$ cat src/rtl/program_counter_unit.sv
// program_counter_unit: fetch-side PC generator feeding instruction_memory (1-cycle read latency).
// Define MISALIGN_TRAP_EN to trap misaligned redirects instead of masking them to word alignment.
//
// state | meaning
// IDLE  | first cycle after reset, pc = RESET_PC, nothing issued
// RUN   | issuing pc on every unstalled edge
// HALT  | program end or trap reached; left only by reset
module program_counter_unit #(
  parameter logic [63:0] RESET_PC   = 64'h0,
  parameter logic [63:0] PROG_END   = 64'd48,
  parameter int unsigned IMEM_BYTES = 64
) (
  input  logic        clk,
  input  logic        reset,
  input  logic        stall,
  input  logic        branch_taken,
  input  logic [63:0] branch_target,
  output logic [63:0] pc,
  output logic        pc_valid,
  output logic        instr_valid,
  output logic        halted,
  output logic        misalign_err,
  output logic [31:0] fetch_count
);

  typedef enum logic [1:0] {
    IDLE = 2'd0,
    RUN  = 2'd1,
    HALT = 2'd2
  } state_t;

  // Never fetch past the memory, even if PROG_END were set beyond it.
  localparam logic [63:0] FETCH_LIMIT =
    (PROG_END < 64'(IMEM_BYTES)) ? PROG_END : 64'(IMEM_BYTES);

  state_t      state, state_nxt;
  logic [63:0] pc_nxt;
  logic        halted_nxt;
  logic        misalign_err_nxt;
  logic [31:0] fetch_count_nxt;
  logic        misalign;
  logic [63:0] redirect_pc;

`ifdef MISALIGN_TRAP_EN
  assign misalign    = (branch_target[1:0] != 2'b00);
  assign redirect_pc = branch_target;
`else
  assign misalign    = 1'b0;
  assign redirect_pc = branch_target & ~64'd3;
`endif

  assign pc_valid = (state == RUN) && (pc < FETCH_LIMIT);

  always_comb begin
    state_nxt        = state;
    pc_nxt           = pc;
    halted_nxt       = halted;
    misalign_err_nxt = misalign_err;
    fetch_count_nxt  = fetch_count;
    case (state)
      IDLE: state_nxt = RUN;
      RUN: begin
        if (!stall) begin
          if (pc >= FETCH_LIMIT) begin
            state_nxt  = HALT;
            halted_nxt = 1'b1;
          end else if (branch_taken && misalign) begin
            state_nxt        = HALT;
            halted_nxt       = 1'b1;
            misalign_err_nxt = 1'b1;
          end else begin
            if (fetch_count != 32'hFFFF_FFFF) fetch_count_nxt = fetch_count + 32'd1;
            pc_nxt = branch_taken ? redirect_pc : pc + 64'd4;
          end
        end
      end
      default: state_nxt = HALT;
    endcase
  end

  always_ff @(posedge clk or posedge reset) begin
    if (reset) begin
      state        <= IDLE;
      pc           <= RESET_PC;
      instr_valid  <= 1'b0;
      halted       <= 1'b0;
      misalign_err <= 1'b0;
      fetch_count  <= 32'd0;
    end else begin
      state        <= state_nxt;
      pc           <= pc_nxt;
      instr_valid  <= pc_valid;
      halted       <= halted_nxt;
      misalign_err <= misalign_err_nxt;
      fetch_count  <= fetch_count_nxt;
    end
  end

endmodule
$ cat config.mk
export PLATFORM = sky130hd
export DESIGN_NAME = program_counter_unit
export DESIGN_NICKNAME = d
export VERILOG_FILES = /design/src/rtl/program_counter_unit.sv
export SDC_FILE = /design/constraint.sdc
export NUM_CORES = 1
export LEC_CHECK = 0
export BUFFER_PORTS_ARGS = -buffer_cell sky130_fd_sc_hd__buf_2
export CORE_ASPECT_RATIO = 1.4
export CORE_UTILIZATION = 40
export DETAILED_ROUTE_END_ITERATION = 8
export PLACE_DENSITY = 0.75
export SLEW_MARGIN = 0
export SYNTH_ARGS = -nofsm -noshare
export SYNTH_HDL_FRONTEND = slang
export SYNTH_SLANG_ARGS = --single-unit
$ cat constraint.sdc
create_clock -name clk -period 4.8 [get_ports clk]
set_clock_uncertainty 0.2 [all_clocks]
set_input_delay 0.96 -clock clk [delete_from_list [all_inputs] [get_ports clk]]
set_output_delay 0.96 -clock clk [all_outputs]
set_load 0.01 [all_outputs]
Word-level counts from Yosys, hierarchy flattened --
Index checks and enable logic that the tools add are counted.
Storage, ports and cells: logic and storage cells 25, input bits 68, output and inout port bits 100, register bits 100
Operators by class: equality and inequality tests 4, magnitude comparators 2, mux-type cells 4, add/subtract/negate cells 2, bitwise gates (word level) 2, reductions and logical operators 6
Operators with widths (number):
- 64-bit by 3-bit adder with 64-bit output (second input constant) | 1
- 64-bit by 6-bit greater-or-equal comparator with 1-bit output (second input constant) | 1
- 64-bit by 6-bit < comparator with 1-bit output (second input constant) | 1
- 64-bit 2-to-1 mux | 1
- 32-bit by 1-bit adder with 32-bit output (second input constant) | 1
- 32-bit inequality test (second input constant) | 1
- 3-bit AND reduction | 2
- 2-bit 2-to-1 mux | 2
- 2-bit one-hot mux with 2 select lines | 1
- 4-bit AND reduction | 1
- 2-bit by 1-bit == test with 1-bit output (second input constant) | 1
- 2-bit zero test | 1
- 2-bit by 1-bit inequality test with 1-bit output (second input constant) | 1
- 2-bit inequality test (second input constant) | 1
- 1-bit NOT | 2
- 2-bit AND reduction | 1
- 1-bit logical AND | 1

Depth between registers and ports, before layout --
depth in word-level cells 4, depth in mapped cells 8, depth with buffers taken out 7

Least setup slack after synthesis --
OpenSTA, ideal clock, no wires.
path kind flip-flop to output port, from register pc[30], to output pc_valid, setup slack 2.050 ns, data arrival time 1.590 ns, cell stages (with the launch flop) 6, path buffers 0, required time 3.640 ns, cells stage by stage dfrtp_1 nor4_1 nand4_1 nor3_1 nand2_1 nor3b_1
Between the ends: cells in the longest elaborated chain, start to end 2
RTL lines:
- start: declaration | RTL line 18 | output logic [63:0] pc,
- start signal: assignment | RTL line 91 | pc <= pc_nxt;
- 64-bit by 6-bit < comparator with 1-bit output | RTL line 52 | assign pc_valid = (state == RUN) && (pc < FETCH_LIMIT);
- 1-bit logical AND | RTL line 52
- end: declaration | RTL line 19 | output logic pc_valid,
No other way between the ends.

Final worst setup path --
from register pc[47], to output pc_valid
Same word-level chain as after synthesis.

==> impl_metrics.yaml <==
placement:
  dp.cells: 695
  dp_slack_ns: 1.17
  place_area_sq_um: 5330
  place.gp.congestion: 0.894
  port_buffers: 162
  dpl.hpwl_microns: 8950
route:
  drt-pass1-iter-count: 4
  wl_microns: 12000
  drc: 0
  avgViaCountPerCell: 5.45
  ant_nets: 0
  drt_iter0_markers: 161
  avgRoutedWirePerCell_microns: 16.9
  via_count: 3873
yosys:
  yosysUniqueCellTypes: 36
  synth-seq-cells: 98
  synthCells: 407
  synth_seq_area_share_pct: 55.7
  synth_edf_count: 0
  synth_ff_type: "dfrtp_1"
  syn_area_sq_um: 4410
  postSynthAreaPerCell_sq_um: 10.8
  synthArstFlopShare_pct: 100
  ys_warn_count: 0
timing:
  final_max_slew_viol_count: 0
  fin_crit_ns: 3.54
  worstMarginPinSlew_ns: 0.928
  hold_viol: 0
  fin_crit_sh_pct: 73.8
  final.setup.tns_ns: 0
  postLayoutSetupSlackWorst_ns: 1.26
  slew_headroom_pct: 37.7
  finalSetupViolCount: 0
  rsz0062_at_grt: "false"
  timing.fmax_mhz: 282
layout:
  num-fill-cells: 976
  area_delta_synth_final_pct: 28.4
  final_common_cell: "buf_2"
  finalNonFillerCells: 711
  stdcell_area_sq_um: 5660
  final_net_count: 636
  diodes: 0
  drive_gt1_share_pct: 35.6
  final_cell_mix: "buf_2 (162), dfrtp_1 (98), a21o_1 (46)"
grt:
  overflow: 0
  grt_max_degree: 70
  grt_pass1_vias: 3886
  grt_usage_pct: 21.4
  antenna_found_initial: 0
  grt_pass1_wl_microns: 19100
clocking:
  htreeDepth: 3
  cts_resized: 0
  cts-root-buf: "clkbuf_16"
  cts-buffers-inserted: 9
  cts_tree: "done"
  ctsHoldBuffers: 0
  clk_latency_ns: 0.34
  cts_num_sinks: 98
  clkTransAtPathRegs_ns: 0.07
  post-cts-setup-buffers: 0
  cts_max_path_buffers: 2
worst_hold_path:
  whs_path_depth: 1
  hold_path_class: "reg -> reg"
critical_path:
  required_ns: 3.64
  cp_max_fo: 3
  cp.arrival_ns: 2.38
  reg2regPathDepth: 6
  end_kind: "output port"
  critPathKind: "reg -> out"
  worst_setup_path_start_kind: "flop"
power:
  leakage_nw: 3.28
  ir_worst_vdd_mv: 0.156
  power_density_nw_per_um2: 319
floorplan:
  start_util_pct: 41.0
  num_rows: 45
  die_w_microns: 90.7
  ios: 168
  die_y_microns: 126
  core-area_sq_um: 10800
  die_area_sq_um: 11400
outcome:
  status: "complete, no violations"
run:
  drv_cap: 0
-- worst paths after layout --
| path | startpoint | endpoint | slack, ns |
|---|---|---|---|
| worst max register to register | pc[47] | fetch_count[29] | 1.52 |
| max in group asynchronous | reset | pc[49] | 2.86 |
| worst min-delay path | halted | halted | 0.27 |
| worst min register to register | halted | halted | 0.27 |
| worst max-delay path | pc[47] | pc_valid | 1.26 |
| min in group asynchronous | reset | fetch_count[15] | 0.59 |
-- state kept, by name (all words and copies together), names as in the netlist --
name and flops:
fetch_count 32, halted 1, instr_valid 1, pc 62
state 2
-- power by group --
part / internal [mW] / switching (mW) / total, mW
registers: 0.850 / 0.0286 / 0.878
clock network: 0.472 / 0.311 / 0.782
logic: 0.0641 / 0.0778 / 0.142
-- cell type report --
class / instances / area, sq um / area share [%]
Sequential cell: 98 / 2450 / 43.4
Multi-Input combinational cell: 283 / 1830 / 32.4
Timing Repair Buffer: 165 / 833 / 14.7
Clock buffer: 10 / 239 / 4.23
Tap cell: 141 / 176 / 3.12
Clock inverter: 6 / 88.8 / 1.57
Inverter: 8 / 32.5 / 0.575
-- Yosys cell counts (all sizes together) (4+ instances only) --
| cell | instances | share of area [%] |
|---|---|---|
| dfrtp | 98 | 56 |
| nor4 | 23 | 3.6 |
| a31o | 12 | 2.4 |
| a21oi | 7 | 0.80 |
| inv | 8 | 0.68 |
| and4 | 8 | 1.6 |
| o21ai | 10 | 1.1 |
| nand4 | 20 | 3.0 |
| or2 | 5 | 0.71 |
| and2 | 7 | 0.99 |
| nand3 | 23 | 2.6 |
| a21o | 46 | 7.8 |
| xor2 | 9 | 1.8 |
| nor2 | 16 | 1.4 |
| and3 | 11 | 1.6 |
| nand2 | 37 | 3.2 |
| clkbuf | 10 | 0.85 |
| xnor2 | 21 | 4.2 |
| nor3b | 4 | 0.68 |
| buf | 10 | 1.4 |
| nor3 | 5 | 0.57 |
-- routing by layer --
metal,part of all wire (%),vias to the layer above,wire (microns),track usage [%]
met5,0,-,0,0
met3,7.9,26,952,5.74
met2,50,170,6050,37.6
met4,2.8,0,340,9.87
met1,39,1888,4700,24.0
li1,-,1789,-,-
-- stage by stage --
step | util (%) | total power, mW | hold WS (ns)
final | 52.6 | 1.80 | 0.267
after global placement | 49.5 | 1.03 | 0.241
after floorplan | - | 0.963 | 0.242
after global routing | 52.6 | 1.87 | 0.294
after detailed placement | 49.5 | 1.04 | 0.252
after CTS | 52.6 | 1.82 | 0.267
-- logic make-up after synthesis --
logic type	synth area share, %
AOI/OAI and AO/OA	13.6
xor gates and xnor gates	5.96
adders and majority gates	0.852
buffers and inverters	2.90
DFF	55.7
muxes	0.483
other	0.0851
and+or+nand+nor	20.5
-- critical path, stage by stage (launching register included) --
cell     delay (ns)
dfrtp_1        0.39
nor4_1         0.43
nand4_1        0.31
nor3_1         0.31
nand2_1        0.11
nor3b_1        0.29
buf_2          0.19
(Power assumes the default switching activity.)
